==> config.mk <==
export PLATFORM = sky130hd
export DESIGN_NAME = instruction_fetch
export DESIGN_NICKNAME = d
export VERILOG_FILES = /design/src/rtl/instruction_fetch_pkg.sv /design/src/rtl/fetch_queue.sv /design/src/rtl/instruction_fetch.sv
export SDC_FILE = /design/constraint.sdc
export NUM_CORES = 1
export LEC_CHECK = 0
export BUFFER_PORTS_ARGS = -buffer_cell sky130_fd_sc_hd__buf_2
export CAP_MARGIN = 20
export CORE_ASPECT_RATIO = 0.5
export CORE_MARGIN = 2
export CORE_UTILIZATION = 58
export CTS_BUF_LIST = sky130_fd_sc_hd__clkbuf_4
export DETAILED_ROUTE_END_ITERATION = 10
export PLACE_DENSITY = 0.82
export SLEW_MARGIN = 20
export SYNTH_ARGS = -nofsm -noshare
export SYNTH_HDL_FRONTEND = slang
export SYNTH_SLANG_ARGS = --single-unit
==> constraint.sdc <==
create_clock -name clk -period 5.75 [get_ports clk]
set_input_delay 0.2875 -clock clk [delete_from_list [all_inputs] [get_ports clk]]
set_output_delay 0.2875 -clock clk [all_outputs]
set_load 0.01 [all_outputs]
==> src/rtl/instruction_fetch_pkg.sv <==
// Shared constants for the RV32I fetch front end.
// Imported by the fetch top and its queue.
package instruction_fetch_pkg;

    localparam int INST_WIDTH = 32;
    localparam logic [INST_WIDTH-1:0] NOP_INSTR = 32'h0000_0013;
    localparam int FETCH_QUEUE_DEPTH = 2;

endpackage

==> src/rtl/fetch_queue.sv <==
// Synchronous FIFO with flush and occupancy count.
// DEPTH must be a power of two so the pointers wrap naturally.
module fetch_queue
    import instruction_fetch_pkg::*;
#(
    parameter int WIDTH = 64,
    parameter int DEPTH = FETCH_QUEUE_DEPTH
) (
    input  logic                           clk,
    input  logic                           reset,
    input  logic                           flush_i,
    input  logic                           wr_en_i,
    input  logic [WIDTH-1:0]               wr_data_i,
    input  logic                           rd_en_i,
    output logic [WIDTH-1:0]               rd_data_o,
    output logic                           empty_o,
    output logic [$clog2(DEPTH):0]         count_o
);

    localparam int AW = $clog2(DEPTH);
    localparam int CW = AW + 1;

    logic [WIDTH-1:0] mem_q [DEPTH];
    logic [AW-1:0]    wr_ptr_q;
    logic [AW-1:0]    rd_ptr_q;
    logic [CW-1:0]    count_q;
    logic             push;
    logic             pop;

    assign pop  = rd_en_i && (count_q != '0);
    // A full queue still accepts a write when the head leaves this cycle.
    assign push = wr_en_i && ((count_q != CW'(DEPTH)) || pop);

    always_ff @(posedge clk) begin
        if (reset || flush_i) begin
            wr_ptr_q <= '0;
            rd_ptr_q <= '0;
            count_q  <= '0;
        end else begin
            if (push) begin
                mem_q[wr_ptr_q] <= wr_data_i;
                wr_ptr_q        <= wr_ptr_q + AW'(1);
            end
            if (pop) begin
                rd_ptr_q <= rd_ptr_q + AW'(1);
            end
            unique case ({push, pop})
                2'b10:   count_q <= count_q + CW'(1);
                2'b01:   count_q <= count_q - CW'(1);
                default: count_q <= count_q;
            endcase
        end
    end

    assign rd_data_o = mem_q[rd_ptr_q];
    assign empty_o   = (count_q == '0);
    assign count_o   = count_q;

endmodule

==> src/rtl/instruction_fetch.sv <==
// RV32I fetch front end: PC, in-order imem reads, fetch queue,
// stall hold and redirect flush.
module instruction_fetch
    import instruction_fetch_pkg::*;
#(
    parameter int              XLEN     = 32,
    parameter logic [XLEN-1:0] RESET_PC = '0,
    parameter int              DEPTH    = FETCH_QUEUE_DEPTH
) (
    input  logic                  clk,
    input  logic                  reset,
    output logic                  imem_req,
    output logic [XLEN-1:0]       imem_addr,
    input  logic                  imem_ready,
    input  logic                  imem_rvalid,
    input  logic [INST_WIDTH-1:0] imem_rdata,
    input  logic                  system_stall,
    input  logic                  redirect_valid,
    input  logic [XLEN-1:0]       redirect_pc,
    output logic [INST_WIDTH-1:0] instruction,
    output logic [XLEN-1:0]       instruction_pc,
    output logic                  instruction_valid,
    output logic                  misaligned_redirect
);

    localparam int CW = $clog2(DEPTH) + 1;
    localparam int QW = INST_WIDTH + XLEN;
    localparam logic [CW:0] DEPTH_W = (CW+1)'(DEPTH);

    logic [XLEN-1:0] pc_q;
    logic [XLEN-1:0] pc_d;
    logic [XLEN-1:0] rsp_pc_q;
    logic [XLEN-1:0] rsp_pc_d;
    logic [XLEN-1:0] last_pc_q;
    logic [CW-1:0]   inflight_q;
    logic [CW-1:0]   inflight_d;
    logic [CW-1:0]   drop_q;
    logic [CW-1:0]   drop_d;
    logic            misaligned_q;
    logic            gate_q;

    logic [CW-1:0]   occupancy;
    logic            q_empty;
    logic [QW-1:0]   q_head;
    logic [XLEN-1:0] target_pc;
    logic [CW:0]     credit;
    logic            fire;
    logic            enq;
    logic            deq;
    logic            head_valid;

    assign target_pc  = {redirect_pc[XLEN-1:2], 2'b00};
    assign head_valid = !q_empty && !gate_q;
    assign deq        = head_valid && !system_stall && !redirect_valid;
    assign enq        = imem_rvalid && (drop_q == '0) && !redirect_valid;

    // A head leaving this cycle frees its slot for a new request.
    assign credit = {1'b0, occupancy} + {1'b0, inflight_q}
                  - {{CW{1'b0}}, deq};

    assign imem_req  = !reset && !redirect_valid && (credit < DEPTH_W);
    assign imem_addr = pc_q;
    assign fire      = imem_req && imem_ready;

    always_comb begin
        pc_d       = pc_q;
        rsp_pc_d   = rsp_pc_q;
        drop_d     = drop_q;
        inflight_d = inflight_q + CW'(fire) - CW'(imem_rvalid);
        if (redirect_valid) begin
            pc_d     = target_pc;
            rsp_pc_d = target_pc;
            drop_d   = inflight_q - CW'(imem_rvalid);
        end else begin
            if (fire) begin
                pc_d = pc_q + XLEN'(4);
            end
            if (enq) begin
                rsp_pc_d = rsp_pc_q + XLEN'(4);
            end
            if (imem_rvalid && (drop_q != '0)) begin
                drop_d = drop_q - CW'(1);
            end
        end
    end

    always_ff @(posedge clk) begin
        if (reset) begin
            pc_q         <= RESET_PC;
            rsp_pc_q     <= RESET_PC;
            last_pc_q    <= RESET_PC;
            inflight_q   <= '0;
            drop_q       <= '0;
            misaligned_q <= 1'b0;
            gate_q       <= 1'b0;
        end else begin
            pc_q         <= pc_d;
            rsp_pc_q     <= rsp_pc_d;
            last_pc_q    <= instruction_pc;
            inflight_q   <= inflight_d;
            drop_q       <= drop_d;
            misaligned_q <= redirect_valid && (redirect_pc[1:0] != 2'b00);
            // An empty output seen under stall stays empty until release.
            gate_q       <= system_stall && (!head_valid || redirect_valid);
        end
    end

    fetch_queue #(
        .WIDTH (QW),
        .DEPTH (DEPTH)
    ) u_queue (
        .clk       (clk),
        .reset     (reset),
        .flush_i   (redirect_valid),
        .wr_en_i   (enq),
        .wr_data_i ({imem_rdata, rsp_pc_q}),
        .rd_en_i   (deq),
        .rd_data_o (q_head),
        .empty_o   (q_empty),
        .count_o   (occupancy)
    );

    assign instruction_valid   = head_valid;
    assign instruction         = head_valid ? q_head[QW-1 -: INST_WIDTH]
                                            : NOP_INSTR;
    assign instruction_pc      = head_valid ? q_head[XLEN-1:0] : last_pc_q;
    assign misaligned_redirect = misaligned_q;

endmodule
# Word-level counts from Yosys, hierarchy flattened
# Memories as Yosys holds them, arrays and structs flattened. A register that Yosys moved wholly into a read port is not among the register bits.
# Cells that the tools add are included.
[word_totals] reg_bits=106 ramBits=128 inputBits=70 out_inout_bits=99 elab_cells=75 n_memories=1
[op_classes] addsub=12 magnitude_cmp=1 eq_ne=3 n_mux=14 reduce_logical=32
[memory_table] memory="u_queue.mem_q" words=2 word_bits=64 rd=1 rd_ports_with_merged_regs=1 wr=1 line_no="fetch_queue.sv:23" rtl="logic [WIDTH-1:0] mem_q [DEPTH];"
[ops] operator="32-bit 2-to-1 mux" n=6
[ops] operator="32-bit by 3-bit adder with 32-bit output (second input constant)" n=2
[ops] operator="2-bit nonzero test" n=7
[ops] operator="1-bit logical AND" n=13
[ops] operator="1-bit logical NOT" n=6
[ops] operator="1-bit 2-to-1 mux" n=5
[ops] operator="2-bit logical NOT" n=2
[ops] operator="2-bit 2-to-1 mux" n=2
[ops] operator="2-bit case mux with 2 select lines" n=1
[ops] operator="2-bit by 1-bit subtractor with 2-bit output" n=2
[ops] operator="2-bit by 1-bit subtractor with 2-bit output (second input constant)" n=2
[ops] operator="2-bit by 2-bit adder with 3-bit output" n=1
[ops] operator="1-bit logical OR" n=3
[ops] operator="3-bit by 2-bit less-than comparator with 1-bit output (second input constant)" n=1
[ops] operator="3-bit by 1-bit subtractor with 3-bit output" n=1
[ops] operator="1-bit adder (second input constant)" n=2
[ops] operator="2-bit by 1-bit adder with 2-bit output" n=1
[ops] operator="2-bit by 1-bit adder with 2-bit output (second input constant)" n=1
[ops] operator="2-bit by 1-bit equality test with 1-bit output (second input constant)" n=1
[ops] operator="2-bit equality test (second input constant)" n=1
[ops] operator="2-bit != test (second input constant)" n=1
[ops] operator="2-bit OR reduction" n=1

# Depth between registers and ports, before layout
[depth] word_depth=11 depth_mapped=13

# Cells and area by module
# From an unflattened synthesis, not the netlist that was laid out.
[hier_totals] hier_cells=806 hier_area_um2=10072.2
[modules_own_cells] mod="instruction_fetch" instances=1 cells_each=579 area_per_inst_um2=5223.8
[modules_own_cells] mod="fetch_queue" instances=1 cells_each=227 area_per_inst_um2=4848.4

# Worst setup path before layout
# Ideal clock, no wire load.
[synth_timing] kind="input -> register" from="input port redirect_valid" to="memory u_queue.mem_q[0][10], enable pin" setup_ps=482 arrival_ps=3932 t_required_ps=5268 slack_ps=1336 stages=6 path_buffers=2 path_cell_list="clkbuf_1 -> or2_2 -> clkbuf_1 -> nor2_1 -> nand2_1 -> nor2_1"
[synth_between] elab_chain_len=8 elab_cells_between_ends=10 classes_between="mux (3); reduce/logical (7)"
[synth_lines] element="start, declared" line_no="instruction_fetch.sv:18" rtl="input logic redirect_valid,"
[synth_lines] element="1-bit logical NOT" line_no="instruction_fetch.sv:54, instruction_fetch.sv:55"
[synth_lines] element="1-bit logical AND" line_no="instruction_fetch.sv:54" rtl="assign deq = head_valid && !system_stall && !redirect_valid;"
[synth_lines] element="1-bit logical AND" line_no="fetch_queue.sv:30" rtl="assign pop = rd_en_i && (count_q != '0);"
[synth_lines] element="1-bit logical OR" line_no="fetch_queue.sv:32" rtl="assign push = wr_en_i && ((count_q != CW'(DEPTH)) || pop);"
[synth_lines] element="1-bit logical AND" line_no="fetch_queue.sv:32"
[synth_lines] element="1-bit 2-to-1 mux" line_no="fetch_queue.sv:40" rtl="if (push) begin"
[synth_lines] element="1-bit 2-to-1 mux (*)" line_no="fetch_queue.sv:35" rtl="if (reset || flush_i) begin"
[synth_lines] element="1-bit 2-to-1 mux (implied by the code) (*)" line_no="fetch_queue.sv:41" rtl="mem_q[wr_ptr_q] <= wr_data_i;"
[synth_lines] element="end, declared" line_no="fetch_queue.sv:23"
# Mark *: on every way between the ends. The rest lies on a longest branch, timed or not.

# Worst setup path in the final report
[layout_timing] from="input port system_stall" to="register pc_q[25] (netlist: imem_addr[25])"
[layout_between] elab_chain_len=8
[layout_lines] element="start, declared" line_no="instruction_fetch.sv:17" rtl="input logic system_stall,"
[layout_lines] element="1-bit logical NOT" line_no="instruction_fetch.sv:54"
[layout_lines] element="1-bit logical AND (2 in a row)" line_no="instruction_fetch.sv:54"
[layout_lines] element="3-bit by 1-bit subtractor with 3-bit output" line_no="instruction_fetch.sv:59" rtl="- {{CW{1'b0}}, deq};"
[layout_lines] element="3-bit by 2-bit less-than comparator with 1-bit output" line_no="instruction_fetch.sv:61" rtl="assign imem_req = !reset && !redirect_valid && (credit < DEPTH_W);"
[layout_lines] element="1-bit logical AND" line_no="instruction_fetch.sv:61"
[layout_lines] element="1-bit logical AND" line_no="instruction_fetch.sv:63" rtl="assign fire = imem_req && imem_ready;"
[layout_lines] element="2-bit nonzero test (no line)"
[layout_lines] element="end signal, assigned" line_no="instruction_fetch.sv:97" rtl="pc_q <= pc_d;"
[layout_lines] element="end, declared" line_no="instruction_fetch.sv:30" rtl="logic [XLEN-1:0] pc_q;"
# Every way passes these cells.
# A chain may end at the register's enable or synchronous reset.

==> results.txt <==
Outcome: complete, no violations
Clock transition at path regs: 70 ps
PD cells: 283.8 nW/um^2
CTS tree: built
Final hold vios: 0
Io pins: 169
Least-Margin Pin Slew: 1090 ps
Most Crowded Layer GR: met2
Seq/Total Area, Yosys: 57.68%
Antenna violations before repair: 1
Die area: 18420 um^2
Via count: 8107
Grt met1 use: 37.74%
Max_slew headroom: 27.34%
Yosys cell types: 63
Post-synth EDFFs: 124
Mapped Area: 10030 um^2
CTS Buf Count: 49
Part of the power in registers: 53.9%
Pre-antenna DRT Iters: 4
Post_cts resized: 0
Gate power share: 11.3%
Clock Power Share: 34.9%
WP data arrival: 4020 ps
Total gr overflow: 0
Vias/cell: 5.841
Vias in the first global route: 7695
Die width: 190.0 um
Setup bufs post-CTS: 0
Core Box Area: 16640 um^2
Met3 Usage GRT: 6.096%
Top delay family on crit path: simple AND/OR/NAND/NOR gates
Fillcell total: 1187
Final min period: 3562 ps
DR WL/cell: 18.04 um
Worst Hold Class: input pin to register
Die H: 96.99 um
Worst skew pair latency: 650 ps
CP max-delay cell: or4_1
Worst Path Buf+Inv: 2
H-tree levels: 2
First-pass GRT wire length: 39.52 mm
Synth Flop Type: edfxtp_1
Async SR Flop Fraction: 0%
Area delta synth->final: 20.50%
Commonest non-fill, non-tap cell in the layout: buf_2
Utilization after layout: 72.63%
Total track usage: 26.81%
Sw frac: 26.84%
Power Internal: 2.510 mW
Placer Congestion: 0.8733
GR Layer Usage met2: 41.83%
Final ANT Viol Nets: 0
Synth warn: 0
Max Clock Freq: 0.2808 GHz
PnR worst setup slack: 2188 ps
Static leakage: 4.470 nW
Starting Density: 60.28%
Root cell of the clock tree: clkbuf_4
Share of the synthesized area in the top cell type: 37.13%
Sw power: 0.9205 mW
Nets: 1198
Count of final setup violators: 0
Clock tree buffer depth: 3
# clock sinks: 227
Final Skew: 43.92 ps
Synth area leader: edfxtp_1
Max Cap Viol: 0
WP data required: 6200 ps
CP max stage delay: 740 ps
WS Path Type: input pin to register
# port buffers: 166
Sum Neg Setup Slack: 0 ps
Cell Rows: 33
Maximum VDD drop: 135.3 uV
Most frequent cells in the layout: 166 x buf_2, 124 x edfxtp_1, 102 x dfxtp_1
RSZ-0062 raised after global routing: no
Critical path peak fanout: 8
Share of post-route cells with drive strength above 1: 23.02%
Drc violations: 0
Top cells by area, synth: edfxtp_1 37%, dfxtp_1 21%, mux2i_1 6.4%, nand2_1 2.8%, and2_1 2.7%
Synth Register Bits: 227
Worst Setup End Kind: register
DP HPWL: 16.28 mm
Drt first-iter violations: 511
Largest net degree at the start of global routing: 98
Worst setup SP type: input pin
Final Max Slew Viols: 0
DP Worst Slack: 2033 ps
CP cell instances: dlygate4sd3_1 > buf_2 > or2_2 > nor2_1 > ha_1 > nand2b_1 > fa_1 > nand4bb_1 > or4_1 > o41ai_1 > a311oi_1
Mapped Avg Cell Area: 11.09 um^2
Syn Inst Count: 904
Crit share post-route: 61.95%
Final WL: 25.04 mm
Total Power: 3.430 mW
==> tightest hold or removal path, delay by kind of cell <==
| kind | cells | cell delay (ps) |
|---|---|---|
| buffers and inverters | 1 | 100 |
| and+or+nand+nor | 2 | 200 |
==> layer usage <==
layer	routed length, um	vias to the layer above
met1	11110	3805
met3	2455	40
met5	0	-
li1	-	3860
met2	11070	402
met4	408	0
==> area by class of cell <==
cell class | instances | area, um^2 | share of cell area (%)
Antenna cell | 1 | 2.502 | 0.02071
Clock buffer | 70 | 525.5 | 4.348
Clock inverter | 22 | 95.09 | 0.7868
Inverter | 21 | 78.83 | 0.6522
Multi-Input combinational cell | 604 | 3994 | 33.05
Sequential cell | 227 | 5789 | 47.90
Tap cell | 227 | 284.0 | 2.350
Timing Repair Buffer | 216 | 1316 | 10.89
==> registers in the layout (all words and copies together) (netlist names), named ones only <==
name / count
u_queue.mem_q: 124
last_pc_q: 32
imem_addr: 30
rsp_pc_q: 30
drop_q: 2
inflight_q: 2
u_queue.count_o: 2
gate_q: 1
misaligned_redirect: 1
u_queue.rd_ptr_q: 1
u_queue.wr_ptr_q: 1
==> power by group through the flow <==
stage / combinational, mW / clock, mW / sequential, mW
final: 0.387 / 1.20 / 1.85
after global routing: 0.426 / 1.31 / 1.86
after CTS: 0.380 / 1.22 / 1.84
after detailed placement: 0.354 / 0 / 1.88
after global placement: 0.343 / 0 / 1.88
after floorplan: 0.226 / 0 / 1.87
==> logic make-up (layout without fill, tap and decap cells) <==
| group | Yosys count | after routing | synth area share, % |
|---|---|---|---|
| other | 1 | 3 | 0.03739 |
| multiplexers | 66 | 66 | 6.612 |
| XOR/XNOR | 25 | 25 | 2.183 |
| adder cells (fa/ha/maj) | 9 | 9 | 1.198 |
| flip-flops | 227 | 227 | 57.68 |
| AO/OA/AOI/OAI | 170 | 170 | 11.59 |
| buffers and inverters | 74 | 329 | 2.932 |
| AND/OR/NAND/NOR | 332 | 332 | 17.76 |
==> Yosys cell counts (10+ instances only) <==
library cell	n
mux2i_1	64
a21oi_1	14
nand4_1	22
inv_1	20
dfxtp_1	103
and3_1	10
xnor2_1	20
edfxtp_1	124
nor2_1	59
a21boi_0	12
and2_1	44
clkbuf_1	37
o21a_1	12
nand3_1	32
and4_1	13
a31oi_1	14
nand2_1	74
o21ai_0	49
a211oi_1	12
nor4_1	19
or4_1	12
nor3_1	16
==> metrics by stage <==
stage | hold WS (ps) | instances | area [um^2]
2_1_floorplan | 386.4 | 905 | 10030
3_3_place_gp | 464.2 | 1251 | 11010
3_5_place_dp | 469.9 | 1251 | 11010
4_1_cts | 7.009 | 1387 | 12070
5_1_grt | 12.06 | 1388 | 12090
6_report | 33.29 | 1388 | 12090
==> worst paths after layout <==
check / start / endpoint / slack, ps / cells past startpoint
setup / recovery: system_stall / imem_addr[25]$_SDFFE_PP0P_ / 2190 / 11
hold / removal: redirect_pc[21] / imem_addr[21]$_SDFFE_PP0P_ / 30 / 3
setup reg to reg: u_queue.count_o[1]$_SDFFE_PP0P_ / imem_addr[25]$_SDFFE_PP0P_ / 2330 / 9
hold reg to reg: last_pc_q[0]$_SDFF_PP0_ / last_pc_q[0]$_SDFF_PP0_ / 490 / 1
==> timing repair <==
item                                    4_1_cts  5_1_grt
hold buffers                                 44        0
endpoints found under the setup margin        0        0
endpoints found under the hold margin        77        0
No activity file was read; power rests on OpenSTA's default activity.
